<file path="src/rtl/io_uart_tx.sv">
// io_uart_tx: buffers core character writes in a FIFO and serialises them as 8N1 on uart_txd; never stalls the core, drops and flags on overflow.
// Optional IO_UART_FINISH_DUMP_EN: a finish pulse enqueues "=XXXX\r\n" carrying the result in hex.
module io_uart_tx #(
  parameter int          CLK_HZ     = 50000000,
  parameter int          BAUD       = 115200,
  parameter int          DEPTH_LOG2 = 4,
  parameter logic [12:0] UART_ADDR  = 13'h0000
) (
  input  logic                  CLOCK_50,
  input  logic                  reset_n,
  input  logic                  iowrite,
  input  logic [12:0]           ioaddr,
  input  logic [12:0]           iowd,
  input  logic                  finish,
  input  logic [15:0]           result,
  input  logic                  overflow_clr,
  output logic                  uart_txd,
  output logic                  tx_busy,
  output logic [DEPTH_LOG2:0]   fifo_level,
  output logic                  overflow
);

  localparam int                  DIV       = (CLK_HZ + BAUD / 2) / BAUD;
  localparam int                  DEPTH     = 1 << DEPTH_LOG2;
  localparam int                  BW        = (DIV > 1) ? $clog2(DIV) : 1;
  localparam logic [BW-1:0]       BAUD_LAST = BW'(DIV - 1);
  localparam logic [DEPTH_LOG2:0] LVL_FULL  = (DEPTH_LOG2 + 1)'(DEPTH);

  typedef enum logic [1:0] {S_IDLE, S_START, S_DATA, S_STOP} state_t;

  state_t                r_state, w_state_nxt;
  logic [BW-1:0]         r_baud, w_baud_nxt;
  logic [2:0]            r_bit, w_bit_nxt;
  logic [7:0]            r_shift, w_shift_nxt;
  logic                  r_txd;
  logic                  r_tx_busy;
  logic                  r_overflow;

  logic [7:0]            r_mem [DEPTH];
  logic [DEPTH_LOG2-1:0] r_wptr, r_rptr;
  logic [DEPTH_LOG2:0]   r_level;

  logic                  w_io_push;
  logic                  w_push_vld;
  logic [7:0]            w_push_dat;
  logic                  w_full, w_empty;
  logic                  w_pop, w_wr, w_drop;
  logic                  w_baud_end;
  logic                  w_unused;

  assign w_io_push  = iowrite && (ioaddr == UART_ADDR);
  assign w_full     = (r_level == LVL_FULL);
  assign w_empty    = (r_level == '0);
  assign w_pop      = (r_state == S_IDLE) && !w_empty;
  // A pop frees the slot in the same cycle, so a push at full is still accepted.
  assign w_wr       = w_push_vld && (!w_full || w_pop);
  assign w_drop     = w_io_push && w_full && !w_pop;
  assign w_baud_end = (r_baud == BAUD_LAST);

`ifdef IO_UART_FINISH_DUMP_EN
  logic        r_finish_d;
  logic        r_dump_act;
  logic [2:0]  r_dump_idx;
  logic [15:0] r_dump_val;
  logic        w_dump_push;
  logic [7:0]  w_dump_dat;
  logic [3:0]  w_nib;

  function automatic logic [7:0] hex_char(input logic [3:0] n);
    return (n < 4'd10) ? (8'h30 + {4'h0, n}) : (8'h37 + {4'h0, n});
  endfunction

  always_comb begin
    w_nib      = r_dump_val[15:12];
    w_dump_dat = 8'h0A;
    case (r_dump_idx)
      3'd0: w_dump_dat = 8'h3D;
      3'd1: begin w_nib = r_dump_val[15:12]; w_dump_dat = hex_char(w_nib); end
      3'd2: begin w_nib = r_dump_val[11:8];  w_dump_dat = hex_char(w_nib); end
      3'd3: begin w_nib = r_dump_val[7:4];   w_dump_dat = hex_char(w_nib); end
      3'd4: begin w_nib = r_dump_val[3:0];   w_dump_dat = hex_char(w_nib); end
      3'd5: w_dump_dat = 8'h0D;
      default: w_dump_dat = 8'h0A;
    endcase
  end

  // Core writes win the FIFO port; the dump simply retries next cycle.
  assign w_dump_push = r_dump_act && !w_io_push && !w_full;
  assign w_push_vld  = w_io_push || w_dump_push;
  assign w_push_dat  = w_io_push ? iowd[7:0] : w_dump_dat;
  assign w_unused    = ^iowd[12:8];

  always_ff @(posedge CLOCK_50) begin
    if (!reset_n) begin
      r_finish_d <= 1'b0;
      r_dump_act <= 1'b0;
      r_dump_idx <= '0;
      r_dump_val <= '0;
    end else begin
      r_finish_d <= finish;
      if (!r_dump_act) begin
        if (finish && !r_finish_d) begin
          r_dump_act <= 1'b1;
          r_dump_idx <= '0;
          r_dump_val <= result;
        end
      end else if (w_dump_push) begin
        if (r_dump_idx == 3'd6) r_dump_act <= 1'b0;
        r_dump_idx <= r_dump_idx + 3'd1;
      end
    end
  end
`else
  assign w_push_vld = w_io_push;
  assign w_push_dat = iowd[7:0];
  assign w_unused   = ^{finish, result, iowd[12:8]};
`endif

  always_ff @(posedge CLOCK_50) begin
    if (!reset_n) begin
      r_wptr  <= '0;
      r_rptr  <= '0;
      r_level <= '0;
    end else begin
      if (w_wr)  r_wptr <= r_wptr + 1'b1;
      if (w_pop) r_rptr <= r_rptr + 1'b1;
      case ({w_wr, w_pop})
        2'b10:   r_level <= r_level + 1'b1;
        2'b01:   r_level <= r_level - 1'b1;
        default: r_level <= r_level;
      endcase
    end
  end

  always_ff @(posedge CLOCK_50) begin
    if (w_wr) r_mem[r_wptr] <= w_push_dat;
  end

  always_comb begin
    w_state_nxt = r_state;
    w_baud_nxt  = r_baud;
    w_bit_nxt   = r_bit;
    w_shift_nxt = r_shift;
    case (r_state)
      S_IDLE: begin
        if (w_pop) begin
          w_state_nxt = S_START;
          w_baud_nxt  = '0;
          w_shift_nxt = r_mem[r_rptr];
        end
      end
      S_START: begin
        if (w_baud_end) begin
          w_state_nxt = S_DATA;
          w_baud_nxt  = '0;
          w_bit_nxt   = '0;
        end else begin
          w_baud_nxt = r_baud + 1'b1;
        end
      end
      S_DATA: begin
        if (w_baud_end) begin
          w_baud_nxt = '0;
          if (r_bit == 3'd7) begin
            w_state_nxt = S_STOP;
          end else begin
            w_bit_nxt   = r_bit + 3'd1;
            w_shift_nxt = {1'b0, r_shift[7:1]};
          end
        end else begin
          w_baud_nxt = r_baud + 1'b1;
        end
      end
      S_STOP: begin
        if (w_baud_end) begin
          w_state_nxt = S_IDLE;
          w_baud_nxt  = '0;
        end else begin
          w_baud_nxt = r_baud + 1'b1;
        end
      end
      default: w_state_nxt = S_IDLE;
    endcase
  end

  // Line and busy are registered from the current state, so the line trails the FSM by one cycle.
  always_ff @(posedge CLOCK_50) begin
    if (!reset_n) begin
      r_state    <= S_IDLE;
      r_baud     <= '0;
      r_bit      <= '0;
      r_shift    <= '0;
      r_txd      <= 1'b1;
      r_tx_busy  <= 1'b0;
      r_overflow <= 1'b0;
    end else begin
      r_state   <= w_state_nxt;
      r_baud    <= w_baud_nxt;
      r_bit     <= w_bit_nxt;
      r_shift   <= w_shift_nxt;
      r_tx_busy <= (r_state != S_IDLE) || !w_empty;
      case (r_state)
        S_START: r_txd <= 1'b0;
        S_DATA:  r_txd <= r_shift[0];
        default: r_txd <= 1'b1;
      endcase
      if (w_drop)            r_overflow <= 1'b1;
      else if (overflow_clr) r_overflow <= 1'b0;
    end
  end

  assign uart_txd   = r_txd;
  assign tx_busy    = r_tx_busy;
  assign fifo_level = r_level;
  assign overflow   = r_overflow;

endmodule

</file>
<file path="config.mk">
export PLATFORM = sky130hd
export DESIGN_NAME = io_uart_tx
export DESIGN_NICKNAME = d
export VERILOG_FILES = /design/src/rtl/io_uart_tx.sv
export SDC_FILE = /design/constraint.sdc
export NUM_CORES = 1
export LEC_CHECK = 0
export CELL_PAD_IN_SITES_DETAIL_PLACEMENT = 2
export CELL_PAD_IN_SITES_GLOBAL_PLACEMENT = 2
export CORE_MARGIN = 5
export CORE_UTILIZATION = 49
export CTS_CLUSTER_DIAMETER = 40
export DETAILED_ROUTE_END_ITERATION = 8
export DONT_BUFFER_PORTS = 1
export GPL_TIMING_DRIVEN = 0
export HOLD_SLACK_MARGIN = 0.02
export PLACE_DENSITY = 0.88
export SLEW_MARGIN = 20
export SYNTH_ARGS = -nofsm -noshare
export SYNTH_HDL_FRONTEND = slang
export SYNTH_SLANG_ARGS = --single-unit
</file>
<file path="constraint.sdc">
create_clock -name CLOCK_50 -period 4.5 [get_ports CLOCK_50]
set_input_delay 0.45 -clock CLOCK_50 [delete_from_list [all_inputs] [get_ports CLOCK_50]]
set_output_delay 0.45 -clock CLOCK_50 [all_outputs]
set_load 0.05 [all_outputs]
</file>
Yosys cells after proc, flatten, opt, wreduce, memory -nomap -nowiden. Memories as Yosys holds them, arrays and structs flattened. A register that Yosys moved wholly into a read port is not among the register bits. Cells that the tools add are included.

Memories: 1. Output and inout port bits: 8. Register bits: 38. Input bits: 47. Word-level logic and storage cells: 78. Memory bits (writable): 128.

Memory list: r_mem (words 16, width 8, read ports 1, clocked after Yosys merged registers in 1, write ports 1, line 39) `logic [7:0] r_mem [DEPTH];`.

Reductions and logical operators: 22. Equal/unequal tests: 14. Add/subtract/negate cells: 6. Muxes and demuxes: 25.

Operators by type and width (count): 8-bit two-way mux (3); 9-bit two-way mux (2); 9-bit one-hot mux with 2 select lines (1); 8-bit one-hot mux with 2 select lines (1); 13-bit zero test (1); 2-bit inequality test, second input constant (6); 2-bit two-way mux (5); 5-bit one-hot mux with 2 select lines (1); 2-bit nonzero test (5); 9-bit by 1-bit adder with 9-bit output, second input constant (1); 9-bit == test, second input constant (1); 3-bit two-way mux (3); 4-bit by 1-bit adder with 4-bit output, second input constant (2); 4-bit two-way mux (2); 2-bit one-hot mux with 4 select lines (1); 4-bit AND reduction (2); 2-bit == test, second input constant (3); 3-bit one-hot mux with 2 select lines (1); 5-bit by 1-bit adder with 5-bit output, second input constant (1); 5-bit == test, second input constant (1); 1-bit logical AND (5); 5-bit zero test (1); 5-bit AND reduction (1); 5-bit by 1-bit subtractor with 5-bit output, second input constant (1); 9 further kinds (16).

Longest topological paths before layout.
Depth in word-level cells: 7. Depth in mapped cells: 15. Mapped depth without buffers: 14.

Least setup slack after synthesis. OpenSTA, ideal clock, no wires.

Path kind: reg-to-reg. Start point: reg r_level[2], in the netlist fifo_level[2]. End point: reg r_level[4], in the netlist fifo_level[4]. Arrival time: 3.088 ns. Stages on the path, launching flop included: 15. Buffers on the path: 2. Period minus slack after synthesis: 3.159 ns. Required time: 4.428 ns. Setup time: 0.072 ns. Path slack: 1.341 ns. Cell sequence: dfxtp_1 > buf_2 > nor4_1 > and3_1 > nor2_1 > inv_1 > ha_1 > clkbuf_1 > xor2_1 > ha_1 > o21a_1 > o21ai_0 > nand2b_1 > a211oi_1 > mux2i_1.

Word-level cells in the longest chain between the ends: 7. Elaborated cells between the ends (all ways): 13. Classes of those cells: add/sub (2); eq/ne (3); mux (1); reduce/logical (7).

Ends and longest elaborated chain: from (decl) (line 41) `logic [DEPTH_LOG2:0] r_level;`; from (signal assigned) (line 128) `2'b10: r_level <= r_level + 1'b1;`; from (signal assigned) (line 129) `2'b01: r_level <= r_level - 1'b1;`; from (signal assigned) (line 130) `default: r_level <= r_level;`; 5-bit zero test (line 53) `assign w_empty = (r_level == '0);`; 1-bit zero test (line 54) `assign w_pop = (r_state == S_IDLE) && !w_empty;`; 1-bit logical AND (line 54); 1-bit logical OR (line 56) `assign w_wr = w_push_vld && (!w_full || w_pop);`; 1-bit logical AND (line 56); 2-bit by 1-bit == test with 1-bit output or 2-bit == test (tied branches) (line 127) `case ({w_wr, w_pop})`; 5-bit one-hot mux with 2 select lines or 2-bit nonzero test (tied branches).

Parallel ways exist; a longest one is shown, timed or not. A chain may end at the register's enable or synchronous reset.

Worst setup path in the final report.
Start point: reg r_state[0]. End point: reg r_level[4], in the netlist fifo_level[4].

Word-level cells in the longest chain between the ends: 6. Elaborated cells between the ends (all ways): 8. Classes of those cells: eq/ne (2); mux (1); reduce/logical (5).

Ends and longest elaborated chain: from (decl) (line 31) `state_t r_state, w_state_nxt;`; from (signal assigned) (line 197) `r_state <= w_state_nxt;`; 2-bit zero test (*) (line 54); 1-bit logical AND (*) (line 54); 1-bit logical OR (line 56); 1-bit logical AND (line 56); 2-bit by 1-bit == test with 1-bit output or 2-bit == test (tied branches) (line 127); 5-bit one-hot mux with 2 select lines or 2-bit nonzero test (tied branches).

Every way passes the cells marked *; elsewhere a longest branch is shown, timed or not.

==> impl_metrics.xml <==
<?xml version="1.0" encoding="UTF-8"?>
<metrics>
  <group name="critical_path">
    <metric name="cp_data_required_time" unit="ns">4.87</metric>
    <metric name="rr_endpoint" unit="">fifo_level[4]$_SDFFE_PN0P_</metric>
    <metric name="cp_slowest_cell" unit="">nor2_1</metric>
    <metric name="critical_path_arrival" unit="ns">4.64</metric>
    <metric name="path_max_fanout" unit="">7</metric>
    <metric name="timing.critical_path.slowest_cell_delay" unit="ns">0.48</metric>
    <metric name="timing.reg2reg.worst_path_depth" unit="">15</metric>
    <metric name="timing_worst_setup_path_type" unit="">flop to flop</metric>
    <metric name="critPathLaunchType" unit="">flop</metric>
    <metric name="critPathCaptureType" unit="">flop</metric>
    <metric name="reg2reg_from" unit="">r_state[0]$_SDFFE_PN0P_</metric>
    <metric name="worst-r2r-setup-slack" unit="ns">0.23</metric>
    <metric name="worstPathCellList" unit="">inv_1, ha_1, inv_1, and3_1, nor2_1, inv_1, ha_1, clkbuf_1, xor2_1, ha_1, o21a_1, o21ai_0, nand2b_1, a211oi_1, mux2i_1</metric>
  </group>
  <group name="grt">
    <metric name="largest_net_degree_at_the_start_of_global_routing" unit="">20</metric>
    <metric name="top_usage_layer" unit="">met2</metric>
    <metric name="gr-usage-met1" unit="%">32.6</metric>
    <metric name="grt-ovfl-total" unit="">0</metric>
    <metric name="globalRouteMet2Util" unit="%">49.1</metric>
    <metric name="via_count_of_the_first_global_routing_pass" unit="">4859</metric>
    <metric name="antenna_found_initial" unit="">0</metric>
    <metric name="grt_util_met3" unit="%">6.10</metric>
    <metric name="groute.usage.overall" unit="%">27.7</metric>
    <metric name="wire_length_of_the_first_global_routing_pass" unit="um">32700</metric>
  </group>
  <group name="clock_network">
    <metric name="tritoncts" unit="">done</metric>
    <metric name="cts_hold_buf" unit="">0</metric>
    <metric name="tritoncts_num_sinks" unit="">170</metric>
    <metric name="clkLatencyLatePin" unit="ns">0.45</metric>
    <metric name="clockRootBuffer" unit="">clkbuf_16</metric>
    <metric name="cts.reportedPaths.clkPinSlew" unit="ns">0.07</metric>
    <metric name="cts-htree-levels" unit="">4</metric>
    <metric name="max-clock-path-buffers" unit="">2</metric>
    <metric name="cts-buffers-inserted" unit="">17</metric>
    <metric name="postCtsSetupRepairBufs" unit="">0</metric>
    <metric name="quantity_of_gates_resized_following_cts" unit="">0</metric>
  </group>
  <group name="floorplan">
    <metric name="dieWidth" unit="um">131</metric>
    <metric name="dieArea" unit="mm2">0.0171</metric>
    <metric name="start_util" unit="%">49.6</metric>
    <metric name="floorplan.die.height" unit="um">131</metric>
    <metric name="cell_row_count" unit="">44</metric>
    <metric name="placeableCoreArea" unit="mm2">0.0144</metric>
    <metric name="num_io_pins" unit="">55</metric>
  </group>
  <group name="route">
    <metric name="num_vias" unit="">4407</metric>
    <metric name="firstDrtPassIters" unit="">5</metric>
    <metric name="drc" unit="">0</metric>
    <metric name="route.antenna.remaining_nets" unit="">0</metric>
    <metric name="first_iter_violations" unit="">388</metric>
    <metric name="post_dr_wirelength_cell" unit="um">32.3</metric>
    <metric name="post_drt_via_cell_ratio" unit="">6.38</metric>
    <metric name="postRouteWirelength" unit="um">22300</metric>
  </group>
  <group name="min_path">
    <metric name="endpoint_of_the_worst_hold_path" unit="">uart_txd$_SDFF_PN1_</metric>
    <metric name="whs_path_cells" unit="">1</metric>
    <metric name="worstHoldPathType" unit="">input port to flop</metric>
    <metric name="worstHoldStart" unit="">reset_n</metric>
  </group>
  <group name="yosys">
    <metric name="synthDistinctLibCells" unit="">50</metric>
    <metric name="yosysWarningCount" unit="">0</metric>
    <metric name="biggest_area_contributors_in_the_synthesized_netlist" unit="">edfxtp_1, dfxtp_1, mux4_2</metric>
    <metric name="synthesis.area_per_instance" unit="um2">15.1</metric>
    <metric name="synthDominantAreaCellType" unit="">edfxtp_1</metric>
    <metric name="part_of_the_yosys_area_used_for_sequential_elements" unit="%">65.5</metric>
    <metric name="postSynthRegisterBits" unit="">170</metric>
    <metric name="synth.most_common_cell" unit="">edfxtp_1</metric>
    <metric name="number_of_flops_mapped_to_enable_cells_by_yosys" unit="">128</metric>
    <metric name="synth.cell_area" unit="mm2">0.00715</metric>
    <metric name="async_flop_share" unit="%">0</metric>
    <metric name="synth.top_cell.area_share" unit="%">53.7</metric>
    <metric name="synth_flop_cell" unit="">edfxtp_1</metric>
    <metric name="syn-instance-count" unit="">475</metric>
    <metric name="synthesis.nets" unit="">540</metric>
    <metric name="synth.cells.most_frequent" unit="">edfxtp_1, nor2_1, dfxtp_1</metric>
  </group>
  <group name="final_layout">
    <metric name="layout-drive-gt1-share" unit="%">17.6</metric>
    <metric name="antenna-diode-count" unit="">0</metric>
    <metric name="synthToLayoutAreaGrowth" unit="%">12.5</metric>
    <metric name="total_number_of_nets_in_the_final_design" unit="">559</metric>
  </group>
  <group name="run_status">
    <metric name="status" unit="">finished, final reports clean</metric>
  </group>
  <group name="sta">
    <metric name="worst_slew_pin_slew" unit="ns">1.09</metric>
    <metric name="maxSlewHeadroom" unit="%">27.3</metric>
    <metric name="layout_worst_path_cycle_share" unit="%">94.8</metric>
    <metric name="timing.final.crit_period" unit="ns">4.27</metric>
    <metric name="achievable_clock_frequency" unit="MHz">234</metric>
    <metric name="final_number_of_setup_violating_endpoints" unit="">0</metric>
    <metric name="setup-tns-final" unit="ns">0</metric>
    <metric name="fin_worst_hold_slack" unit="ns">0.0834</metric>
    <metric name="finalClockSkew" unit="ns">0.0155</metric>
    <metric name="rsz0062_at_grt" unit="">false</metric>
    <metric name="final-hold-violation-count" unit="">0</metric>
    <metric name="final-max-slew-violation-count" unit="">0</metric>
  </group>
  <group name="pwr">
    <metric name="pwr_density_cell" unit="mW/mm2">437</metric>
    <metric name="max-vdd-ir-drop" unit="V">0.000355</metric>
    <metric name="power_leakage" unit="uW">0.00259</metric>
  </group>
  <group name="placed_design">
    <metric name="post-dp-hpwl" unit="um">13900</metric>
    <metric name="io_buffers" unit="">0</metric>
    <metric name="gpl.final_weighted_congestion" unit="">0.768</metric>
  </group>
  <group name="run">
    <metric name="max_cap_violations" unit="">0</metric>
  </group>
</metrics>
power by group:
part / internal, uW / switching [uW] / total, uW / leakage [uW]
clock network: 864 / 744 / 1610 / 0.000312
registers: 1710 / 27.0 / 1730 / 0.00149
logic: 60.0 / 119 / 179 / 0.000790
cell usage in the layout, fill, tap and decap left out, types with 11 or more instances in the layout:
| cell | instances |
|---|---|
| clkbuf_1 | 12 |
| mux2i_1 | 21 |
| nor3_1 | 13 |
| mux4_2 | 30 |
| nor2_1 | 52 |
| ha_1 | 18 |
| edfxtp_1 | 128 |
| clkbuf_16 | 17 |
| nand2_1 | 15 |
| o21ai_0 | 11 |
| inv_1 | 14 |
| a21oi_1 | 13 |
| dfxtp_1 | 42 |
through the flow:
| step | area [um2] | total power [uW] | cells | util [%] | worst slack, ns |
|---|---|---|---|---|---|
| 2_1_floorplan | 7150 | 1880 | 475 | - | 1.34 |
| 3_3_place_gp | 7380 | 1930 | 659 | 51.2 | 0.901 |
| 3_5_place_dp | 7400 | 1940 | 659 | 51.3 | 0.621 |
| 4_1_cts | 8050 | 3540 | 691 | 55.8 | 0.255 |
| 5_1_grt | 8050 | 3620 | 691 | 55.8 | 0.0425 |
| 6_report | 8050 | 3520 | 691 | 55.8 | 0.235 |
area by class of cell:
type	instances	area, um2
plain buffers	24	125
clock inverters	15	220
flip-flops and latches	170	4680
inverters	15	56.3
well taps	184	230
multi-input cells	266	2310
fillers	1273	6380
clock buffers	17	425
sequential cells by signal, indices dropped and copies added, names as in the netlist, named ones only:
name        count
r_baud          9
r_shift         8
r_bit           3
r_state         2
fifo_level      5
tx_busy         1
overflow        1
r_wptr          4
r_rptr          4
r_mem         128
uart_txd        1
how the worst max path moves through the flow:
stage                                    start  slack, ns                          to  cells past startpoint
floorplan           fifo_level[2]$_SDFFE_PN0P_       1.34  fifo_level[4]$_SDFFE_PN0P_                     14
global placement       r_state[0]$_SDFFE_PN0P_       0.90  fifo_level[4]$_SDFFE_PN0P_                     15
detailed placement  fifo_level[2]$_SDFFE_PN0P_       0.62  fifo_level[4]$_SDFFE_PN0P_                     14
CTS                    r_state[0]$_SDFFE_PN0P_       0.26  fifo_level[4]$_SDFFE_PN0P_                     15
global route           r_state[0]$_SDFFE_PN0P_       0.04  fifo_level[4]$_SDFFE_PN0P_                     15
finish                 r_state[0]$_SDFFE_PN0P_       0.23  fifo_level[4]$_SDFFE_PN0P_                     15
critical path: cells and delay by family, from the launching register on:
kind	cells	cell delay, ns
xor gates and xnor gates	1	0.23
and+or+nand+nor	3	0.87
adders and majority gates	3	0.89
buffers and inverters	4	0.79
DFF	1	0.35
muxes	1	0.24
AOI/OAI and AO/OA	3	0.82
layer usage:
layer | part of all wire, % | vias to the layer above
met4 | 2.9 | 0
met3 | 5.2 | 43
met1 | 39 | 2311
met2 | 53 | 187
met5 | 0 | -
li1 | - | 1866
cells by family after synthesis:
logic type | Yosys count | synth area share [%]
buffers and inverters | 39 | 2.54
xor gates and xnor gates | 11 | 1.35
AOI/OAI and AO/OA | 55 | 5.67
adders and majority gates | 18 | 3.15
muxes | 57 | 13.3
DFF | 170 | 65.5
and+or+nand+nor | 125 | 8.47
(Power assumes the default switching activity.)
